<file path="src/rtl/ibuffer_warp_queue.sv">
// ibuffer_warp_queue
//   Instruction buffer between decode and issue. Each warp owns its own FIFO,
//   so a warp that cannot issue never blocks other warps mapped to the same
//   issue slot. Warp w belongs to slot (w % ISSUE_WIDTH) at local index
//   (w / ISSUE_WIDTH). Each slot grants round-robin among its non-empty warps
//   and holds a grant stable while the consumer stalls.
//
// Ports
//   clk, reset   clock; asynchronous active-high reset
//   in_valid     decoded instruction valid
//   in_wid       warp id of the incoming instruction
//   in_data      instruction payload
//   in_ready     FIFO of in_wid can accept (independent of in_valid)
//   out_valid    per-slot valid
//   out_wid      per-slot granted warp id, slot s at [s*WID_W +: WID_W]
//   out_data     per-slot head payload, slot s at [s*DATAW +: DATAW]
//   out_ready    per-slot issue accept
//   flush_valid  discard every entry of flush_wid
//   flush_wid    warp to flush
//   warp_full    per-warp FIFO holds DEPTH entries
//   warp_count   per-warp occupancy, warp w at [w*CNT_W +: CNT_W]
//   empty        all FIFOs empty

module ibuffer_warp_queue #(
    parameter int NUM_WARPS   = 8,
    parameter int ISSUE_WIDTH = 2,
    parameter int DEPTH       = 4,
    parameter int DATAW       = 128,
    localparam int WID_W      = $clog2(NUM_WARPS),
    localparam int CNT_W      = $clog2(DEPTH + 1)
) (
    input  logic                         clk,
    input  logic                         reset,
    input  logic                         in_valid,
    input  logic [WID_W-1:0]             in_wid,
    input  logic [DATAW-1:0]             in_data,
    output logic                         in_ready,
    output logic [ISSUE_WIDTH-1:0]       out_valid,
    output logic [ISSUE_WIDTH*WID_W-1:0] out_wid,
    output logic [ISSUE_WIDTH*DATAW-1:0] out_data,
    input  logic [ISSUE_WIDTH-1:0]       out_ready,
    input  logic                         flush_valid,
    input  logic [WID_W-1:0]             flush_wid,
    output logic [NUM_WARPS-1:0]         warp_full,
    output logic [NUM_WARPS*CNT_W-1:0]   warp_count,
    output logic                         empty
);

    localparam int PTR_W = $clog2(DEPTH);
    localparam int WPS   = NUM_WARPS / ISSUE_WIDTH;
    localparam int LID_W = (WPS > 1) ? $clog2(WPS) : 1;

    // Per-warp FIFO state
    logic [DATAW-1:0] mem    [NUM_WARPS][DEPTH];
    logic [PTR_W-1:0] rd_ptr [NUM_WARPS];
    logic [PTR_W-1:0] wr_ptr [NUM_WARPS];
    logic [CNT_W-1:0] cnt    [NUM_WARPS];

    // Per-slot arbitration state
    logic [LID_W-1:0]       rr    [ISSUE_WIDTH];
    logic [LID_W-1:0]       gnt_q [ISSUE_WIDTH];
    logic [ISSUE_WIDTH-1:0] lock;

    logic [LID_W-1:0]       gnt   [ISSUE_WIDTH];
    logic [WID_W-1:0]       gwid  [ISSUE_WIDTH];
    logic [ISSUE_WIDTH-1:0] any_ne;
    logic [ISSUE_WIDTH-1:0] flush_hit;
    logic [ISSUE_WIDTH-1:0] valid;
    logic [ISSUE_WIDTH-1:0] fire;

    logic [NUM_WARPS-1:0]   nonempty;
    logic [NUM_WARPS-1:0]   full;
    logic [NUM_WARPS-1:0]   pop;
    logic [NUM_WARPS-1:0]   push_w;
    logic                   push;
    logic                   flush_in;

    always_comb begin
        for (int unsigned w = 0; w < NUM_WARPS; w++) begin
            nonempty[w] = (cnt[w] != '0);
            full[w]     = (cnt[w] == CNT_W'(DEPTH));
        end
    end

    // Round-robin search: walk candidates from farthest (rr+WPS) to nearest
    // (rr+1) so the last hit written is the first non-empty warp after rr.
    always_comb begin : grant_search
        int unsigned      l;
        logic [LID_W-1:0] srch;
        logic [WID_W-1:0] w;
        l    = 0;
        srch = '0;
        w    = '0;
        for (int unsigned s = 0; s < ISSUE_WIDTH; s++) begin
            any_ne[s] = 1'b0;
            srch      = rr[s];
            for (int unsigned k = WPS; k > 0; k--) begin
                l = (32'(rr[s]) + k) % WPS;
                w = WID_W'(l * ISSUE_WIDTH + s);
                if (nonempty[w]) begin
                    any_ne[s] = 1'b1;
                    srch      = LID_W'(l);
                end
            end
            gnt[s]       = lock[s] ? gnt_q[s] : srch;
            gwid[s]      = WID_W'(32'(gnt[s]) * ISSUE_WIDTH + s);
            // A flush of the granted warp hides the slot for that cycle.
            flush_hit[s] = flush_valid && any_ne[s] && (flush_wid == gwid[s]);
            valid[s]     = any_ne[s] && !flush_hit[s];
            fire[s]      = valid[s] && out_ready[s];
        end
    end

    always_comb begin
        pop = '0;
        for (int unsigned s = 0; s < ISSUE_WIDTH; s++) begin
            if (fire[s]) begin
                pop[gwid[s]] = 1'b1;
            end
        end
    end

    // A push landing on a flushed warp is accepted and dropped.
    assign flush_in = flush_valid && (flush_wid == in_wid);
    assign in_ready = !full[in_wid] || pop[in_wid] || flush_in;
    assign push     = in_valid && in_ready;

    always_comb begin
        push_w = '0;
        if (push) begin
            push_w[in_wid] = 1'b1;
        end
    end

    // Storage is deliberately left out of reset.
    always_ff @(posedge clk) begin
        if (push && !flush_in) begin
            mem[in_wid][wr_ptr[in_wid]] <= in_data;
        end
    end

    always_ff @(posedge clk or posedge reset) begin
        if (reset) begin
            for (int unsigned w = 0; w < NUM_WARPS; w++) begin
                rd_ptr[w] <= '0;
                wr_ptr[w] <= '0;
                cnt[w]    <= '0;
            end
        end else begin
            for (int unsigned w = 0; w < NUM_WARPS; w++) begin
                if (flush_valid && (flush_wid == WID_W'(w))) begin
                    rd_ptr[w] <= '0;
                    wr_ptr[w] <= '0;
                    cnt[w]    <= '0;
                end else begin
                    if (push_w[w]) begin
                        wr_ptr[w] <= wr_ptr[w] + 1'b1;
                    end
                    if (pop[w]) begin
                        rd_ptr[w] <= rd_ptr[w] + 1'b1;
                    end
                    if (push_w[w] && !pop[w]) begin
                        cnt[w] <= cnt[w] + 1'b1;
                    end else if (!push_w[w] && pop[w]) begin
                        cnt[w] <= cnt[w] - 1'b1;
                    end
                end
            end
        end
    end

    always_ff @(posedge clk or posedge reset) begin
        if (reset) begin
            lock <= '0;
            for (int unsigned s = 0; s < ISSUE_WIDTH; s++) begin
                rr[s]    <= '0;
                gnt_q[s] <= '0;
            end
        end else begin
            for (int unsigned s = 0; s < ISSUE_WIDTH; s++) begin
                if (flush_hit[s]) begin
                    lock[s] <= 1'b0;
                end else if (fire[s]) begin
                    lock[s] <= 1'b0;
                    rr[s]   <= gnt[s];
                end else if (valid[s]) begin
                    lock[s]  <= 1'b1;
                    gnt_q[s] <= gnt[s];
                end
            end
        end
    end

    always_comb begin
        out_valid = valid;
        out_wid   = '0;
        out_data  = '0;
        for (int unsigned s = 0; s < ISSUE_WIDTH; s++) begin
            out_wid[s*WID_W +: WID_W]  = gwid[s];
            out_data[s*DATAW +: DATAW] = mem[gwid[s]][rd_ptr[gwid[s]]];
        end
    end

    always_comb begin
        warp_count = '0;
        for (int unsigned w = 0; w < NUM_WARPS; w++) begin
            warp_count[w*CNT_W +: CNT_W] = cnt[w];
        end
    end

    assign warp_full = full;
    assign empty     = ~|nonempty;

endmodule

</file>
<file path="config.mk">
export PLATFORM = sky130hd
export DESIGN_NAME = ibuffer_warp_queue
export DESIGN_NICKNAME = d
export VERILOG_FILES = /design/src/rtl/ibuffer_warp_queue.sv
export SDC_FILE = /design/constraint.sdc
export NUM_CORES = 2
export LEC_CHECK = 0
export BUFFER_PORTS_ARGS = -buffer_cell sky130_fd_sc_hd__buf_2
export CELL_PAD_IN_SITES_DETAIL_PLACEMENT = 0
export CELL_PAD_IN_SITES_GLOBAL_PLACEMENT = 1
export CORE_ASPECT_RATIO = 2
export CORE_UTILIZATION = 48
export DETAILED_ROUTE_END_ITERATION = 8
export PLACE_DENSITY_LB_ADDON = 0.1
export RECOVER_POWER = 50
export SLEW_MARGIN = 25
export SYNTH_ARGS = -nofsm -noshare
export SYNTH_HDL_FRONTEND = slang
export SYNTH_SLANG_ARGS = --single-unit
export TNS_END_PERCENT = 30
</file>
<file path="constraint.sdc">
create_clock -name clk -period 13.15 [get_ports clk]
set_clock_uncertainty 0.15 [all_clocks]
set_input_delay 1.9725 -clock clk [delete_from_list [all_inputs] [get_ports clk]]
set_output_delay 1.9725 -clock clk [all_outputs]
set_load 0.02 [all_outputs]
</file>
# Word-level counts from Yosys, hierarchy flattened
# Memories as Yosys holds them, arrays and structs flattened.
# Cells that the tools add are included.
# word_totals
register_bits,66
ram_bits,4096
input_bits,140
word_cells,356
n_memories,1
# op_classes
addsub,45
magnitude_cmp,21
eq_ne,18
n_mux,128
bitwise_logic,11
reduce_logical,102
# memory_table
memory,depth,word_bits,rd,rd_clocked_by_memory_dff,wr,line,source
mem,8,512,2,0,1,54,logic [DATAW-1:0] mem [NUM_WARPS][DEPTH];
# ops
operator,n
two-way mux 128 bit,5
binary-select mux 128 bit (select 2 bit),2
two-way mux 512 bit,1
demux 128 bit (select 2 bit),1
two-way mux 2 bit,48
two-way mux 3 bit,24
nonzero test 3 bit,18
"less-than comparator 3 x 4 -> 1 bit, second input constant",11
"adder 2 x 1 -> 2 bit, second input constant",20
"adder 3 x 1 -> 3 bit, second input constant",13
logical AND 1 bit,39
"equality test 3 bit, second input constant",12
nonzero test 2 bit,16
two-way mux 1 bit,28
"subtractor 3 x 1 -> 3 bit, second input constant",8
zero test 1 bit,21
binary-select mux 1 bit (select 3 bit),6
binary-select mux 2 bit (select 3 bit),3
two-way mux 8 bit,2
">= comparator 4 bit, second input constant",3
inverter 3 -> 4 bit,3
equality test 3 bit,3
">= comparator 3 x 1 -> 1 bit, second input constant",3
">= comparator 3 bit, second input constant",3
16 further kinds,32

# Longest topological paths before layout
# logic_depth
word_depth,27
ltp_mapped,16

# Worst setup path after synthesis
# No wires, ideal clock.
# synth_timing
path_type,input-to-reg
startpoint,input port flush_wid[2]
endpoint,memory mem[6][128] in the netlist's numbering (enable)
setup_ns,0.798
t_arrival_ns,13.345
t_required_ns,12.202
setup_slack_ns,-1.143
stages,11
n_path_buf,2
path_cell_list,clkbuf_1 -> xor2_1 -> a21oi_1 -> o2bb2ai_1 -> a21oi_1 -> a221o_2 -> nor2_2 -> inv_1 -> buf_2 -> nand3_1 -> nor3b_1
# synth_via
elab_chain_cells,16
word_cells_on_any_way,24
# synth_lines
element,line,source
start: declaration,43,"input logic [WID_W-1:0] flush_wid,"
equality test 3 bit (*),108,flush_hit[s] = flush_valid && any_ne[s] && (flush_wid == gwid[s]);
logical AND 1 bit (*),108,
zero test 1 bit (*),109,valid[s] = any_ne[s] && !flush_hit[s];
logical AND 1 bit (*),109,
via out_valid[0],38,"output logic [ISSUE_WIDTH-1:0] out_valid,"
logical AND 1 bit (*),110,fire[s] = valid[s] && out_ready[s];
two-way mux 7 bit (*),117,if (fire[s]) begin
OR 8 bit (no line),n/a,
two-way mux 8 bit (*),117,
binary-select mux 1 bit (select 3 bit) (*),125,assign in_ready = !full[in_wid] || pop[in_wid] || flush_in;
two-way mux 1 bit (not written as such) (*),125,
logical OR 1 bit (*) (2 in series),125,
via in_ready,37,"output logic in_ready,"
logical AND 1 bit (*),126,assign push = in_valid && in_ready;
logical AND 1 bit (*),137,if (push && !flush_in) begin
two-way mux 1 bit (*),137,
two-way mux 512 bit (not written as such) (*),138,mem[in_wid][wr_ptr[in_wid]] <= in_data;
end: declaration,54,
# The timed path passes the listed nets; every way through them passes the cells marked *. The select of a mux whose other input is x is not followed.

# Final worst setup path
# layout_timing
startpoint,register rr[3] in the netlist's numbering
endpoint,output port out_data[21]
# layout_via
elab_chain_cells,16
word_cells_on_any_way,26
# layout_lines
element,line,source
start: declaration,60,logic [LID_W-1:0] rr [ISSUE_WIDTH];
start signal: indexed assignment,185,rr[s] <= gnt[s];
adder 2 x 1 -> 2 bit,98,l = (32'(rr[s]) + k) % WPS;
binary-select mux 1 bit (select 2 bit),100,if (nonempty[w]) begin
two-way mux 1 bit (not written as such),100,
two-way mux 2 bit (3 in series),100,
two-way mux 2 bit (*),100,
two-way mux 2 bit (*),105,gnt[s] = lock[s] ? gnt_q[s] : srch;
inverter 3 -> 4 bit (not written as such),200,out_data[s*DATAW +: DATAW] = mem[gwid[s]][rd_ptr[gwid[s]]];
binary-select mux 2 bit (select 3 bit),200,
two-way mux 2 bit (not written as such) (2 in series),200,
inverter 2 -> 3 bit (not written as such),200,
binary-select mux 128 bit (select 2 bit) (*),200,
two-way mux 128 bit (not written as such) (*) (2 in series),200,
end: declaration,40,"output logic [ISSUE_WIDTH*DATAW-1:0] out_data,"
# Mark *: on every way between the ends. The rest lies on a longest branch, timed or not. The select of a mux whose other input is x is not followed.

==> results_dict.tcl <==
set metrics [dict create \
    synth_area_leaders "sky130_fd_sc_hd__edfxtp_1 78%, sky130_fd_sc_hd__nand2_1 4.1%, sky130_fd_sc_hd__a222oi_1 3.6%" \
    timing.fmax_ghz 0.0945 \
    via_count_of_the_first_global_routing_pass 96440 \
    tightestPinTransition_ns 3.98 \
    fin_crit_sh_pct 80.5 \
    effective_utilization_at_floorplan_pct 48.3 \
    violations "design-rule violations, max-capacitance violations, max-slew violations" \
    post_cts_resized 0 \
    status "complete, but fails checks" \
    timing_max_transition_violations_final 4265 \
    post-synth-top-area-cell "sky130_fd_sc_hd__edfxtp_1" \
    number_of_primary_i_o_pins 438 \
    synth_seq_area_share_pct 79.3 \
    finalWorstSetupSlack_ns 2.57 \
    ys_seq_elements 4162 \
    grt_max_degree 164 \
    cts_made_buffers 361 \
    worst-endpoint-required_ns 11.03 \
    asyncSetResetFlopFracSynth_pct 1.59 \
    grtUsageMet2_pct 52.4 \
    post_cts_buffers 0 \
    drt_iter0_drc 11839 \
    dieHeight_um 811 \
    critical_path_slowest_stage_cell "sky130_fd_sc_hd__clkbuf_1" \
    area_enclosed_by_the_die_boundary_sq_um 330000 \
    post_synth_instance_area_sq_um 157000 \
    hpwl_after_detailed_placement_um 264000 \
    clock_latency_ns 0.90 \
    yosys.cell_types.count 76 \
    timing_hold_violations_final 0 \
    timing.critical_path.buf_inv 3 \
    number_of_cells_in_the_finished_layout_apart_from_fillers 15091 \
    area_growth_pct 11.7 \
    max_stage_delay_ns 2.89 \
    grt_util_met3_pct 3.99 \
    cts_root_buffer "sky130_fd_sc_hd__clkbuf_16" \
    rows 296 \
    yosysWarningCount 0 \
    postSynthAreaPerCell_sq_um 15.4 \
    crit_path_cell_trace "or4_1 > o32a_1 > nand3_1 > o21a_1 > inv_6 > nand2_1 > clkbuf_1 > a21oi_1 > nor3_1 > o21ai_0 > buf_2" \
    numPlacedInstances 14405 \
    routabilityCongestion 0.841 \
    min_period_ns 10.58 \
    antenna_violating_nets_post_route 0 \
    htreeDepth 5 \
    syn-num-nets 10322 \
    clock_path_buffers 4 \
    detail_route.vias_per_cell 6.42 \
    global_route.peak_usage_layer "met2" \
    ys_dominant_reg_cell "sky130_fd_sc_hd__edfxtp_1" \
    cts_tree "built" \
    first_pass_grt_wire_length_um 708000 \
    synth_top_cells_by_count "4096 x sky130_fd_sc_hd__edfxtp_1, 1722 x sky130_fd_sc_hd__nand2_1, 922 x sky130_fd_sc_hd__a21oi_1, 577 x sky130_fd_sc_hd__clkbuf_1, 561 x sky130_fd_sc_hd__a222oi_1" \
    drc 2 \
    synthCells 10174 \
    core_area_sq_um 325000 \
    worst_ep_arrival_time_ns 8.46 \
    timing.max_cap.violations 131 \
    total_vias_in_the_final_route 96879 \
    layout.nets 10596 \
    synth_largest_type_area_fraction_pct 78.3 \
    met1_usage_pct 38.7 \
    most_common_cell_in_the_netlist "sky130_fd_sc_hd__edfxtp_1" \
    routed_wirelength_um 503000 \
    setup_viol 0 \
    post_drt_wl_per_cell_um 33.4 \
    initial_antenna_violation_count 74 \
    min-delay-path-class "flip-flop to flip-flop" \
    grtUsageTotal_pct 30.1 \
    portBuffers 435 \
    crit_path_start_kind "flip-flop" \
    rsz0062_at_grt "no" \
    hold_buffers 0 \
    globalRouteOverflowTotal 0 \
    relSlewSlack_pct -165 \
    die_width_um 407 \
    clkTransAtPathRegs_ns 0.07 \
    placement.setup.worst_slack_ns 4.39 \
    worst_setup_path_type "flip-flop to primary output" \
    count_of_flip_flops_with_a_built_in_enable_after_synthesis 4096 \
    endpoint_kind "primary output" \
    worst-path-max-fanout 50 \
    clkSinkCount 4162 \
    drt-pass1-iter-count 9 \
    final_layout_size_suffix_gt1_share_pct 10.0 \
    critical_path.top_delay_family "buffers and inverters" \
]
-- cells by family after synthesis --
logic type	share of synthesized area (%)
AOI/OAI and AO/OA	10.6
buffers and inverters	1.85
other	0.00478
muxes	0.692
and+or+nand+nor	7.12
xor gates and xnor gates	0.307
DFF	79.3
adders and majority gates	0.102
-- stage by stage --
stage | setup TNS, ns | utilization [%] | hold WS (ns) | instance area [sq um]
2_1_floorplan | -104.18 | - | 0.345 | 157000
6_report | 0 | 54.0 | 0.399 | 176000
5_1_grt | 0 | 54.0 | 0.424 | 176000
4_1_cts | 0 | 54.1 | 0.401 | 176000
3_3_place_gp | 0 | 50.5 | 0.371 | 164000
3_5_place_dp | 0 | 50.6 | 0.383 | 164000
-- state kept, by name, summed over array words and instances, names as in the netlist --
name	flops
rd_ptr	16
lock	2
wr_ptr	16
warp_count	24
mem	4096
rr	4
gnt_q	4
-- routing by layer --
layer	share of wire, %	wire length [um]	vias up
met4	3.3	16800	12
met2	51	257000	4448
met3	7.8	39000	775
met1	38	190000	51013
li1	-	-	40631
met5	0.016	79	-
-- area by class of cell --
type | count | area, sq um
Sequential cell | 4162 | 125000
Multi-Input combinational cell | 5263 | 30000
Clock inverter | 210 | 1910
Clock buffer | 434 | 9380
Inverter | 31 | 136
Fill cell | 26706 | 150000
Tap cell | 4321 | 5410
Timing Repair Buffer | 629 | 4000
Antenna cell | 41 | 103
-- layout by cell type (no fill, tap or decap), types with 29 or more instances in the layout --
cell type	synthesis	routed
sky130_fd_sc_hd__a22o_1	36	35
sky130_fd_sc_hd__buf_2	61	272
sky130_fd_sc_hd__clkbuf_1	577	238
sky130_fd_sc_hd__edfxtp_1	4096	4096
sky130_fd_sc_hd__nand2_1	1722	1720
sky130_fd_sc_hd__diode_2	0	41
sky130_fd_sc_hd__clkinv_2	0	70
sky130_fd_sc_hd__nor2_1	474	445
sky130_fd_sc_hd__clkbuf_16	0	363
sky130_fd_sc_hd__mux2_2	45	44
sky130_fd_sc_hd__nor3_1	199	196
sky130_fd_sc_hd__clkinv_1	2	72
sky130_fd_sc_hd__nor2_4	0	30
sky130_fd_sc_hd__a22oi_1	59	59
sky130_fd_sc_hd__a21oi_1	922	920
sky130_fd_sc_hd__o311ai_0	32	32
sky130_fd_sc_hd__bufinv_16	0	31
sky130_fd_sc_hd__a222oi_1	561	561
sky130_fd_sc_hd__dfrtp_1	66	66
sky130_fd_sc_hd__xnor2_1	29	29
sky130_fd_sc_hd__buf_4	2	139
sky130_fd_sc_hd__a221oi_1	185	185
sky130_fd_sc_hd__buf_12	0	43
sky130_fd_sc_hd__nor4_1	91	91
sky130_fd_sc_hd__a211oi_1	104	104
sky130_fd_sc_hd__a221o_1	104	105
sky130_fd_sc_hd__mux2i_1	58	57
sky130_fd_sc_hd__nand3_1	172	171
sky130_fd_sc_hd__o21ai_0	309	302
-- path summary, 6_finish.rpt --
kind	startpoint	endpoint	slack, ns	cells after the start
hold / removal	rd_ptr[1]$_DFFE_PP0P_	rd_ptr[1]$_DFFE_PP0P_	0.40	2
min in group asynchronous	reset	warp_count[5]$_DFFE_PP0P_	1.64	3
max in group asynchronous	reset	warp_count[20]$_DFFE_PP0P_	8.50	4
setup / recovery	rr[3]$_DFFE_PP0P_	out_data[21]	2.57	11
hold reg to reg	rd_ptr[1]$_DFFE_PP0P_	rd_ptr[1]$_DFFE_PP0P_	0.40	2
setup reg to reg	rr[3]$_DFFE_PP0P_	warp_count[19]$_DFFE_PP0P_	4.48	12
-- worst register-to-register path, stage by stage (launching register included) --
cell                       delay, ns
sky130_fd_sc_hd__dfrtp_1        0.51
sky130_fd_sc_hd__or4_1          0.59
sky130_fd_sc_hd__o32a_1         0.22
sky130_fd_sc_hd__nand3_1        0.16
sky130_fd_sc_hd__o21a_1         0.34
sky130_fd_sc_hd__inv_6          0.15
sky130_fd_sc_hd__nand2_1        1.41
sky130_fd_sc_hd__clkbuf_1       2.92
sky130_fd_sc_hd__nor2_1         0.95
sky130_fd_sc_hd__nor2b_1        0.39
sky130_fd_sc_hd__fa_1           0.44
sky130_fd_sc_hd__nor2b_1        0.14
sky130_fd_sc_hd__a211oi_1       0.21
Power is not shown: default switching activity piles up to over one toggle a cycle in this logic, so the estimate is an artifact.
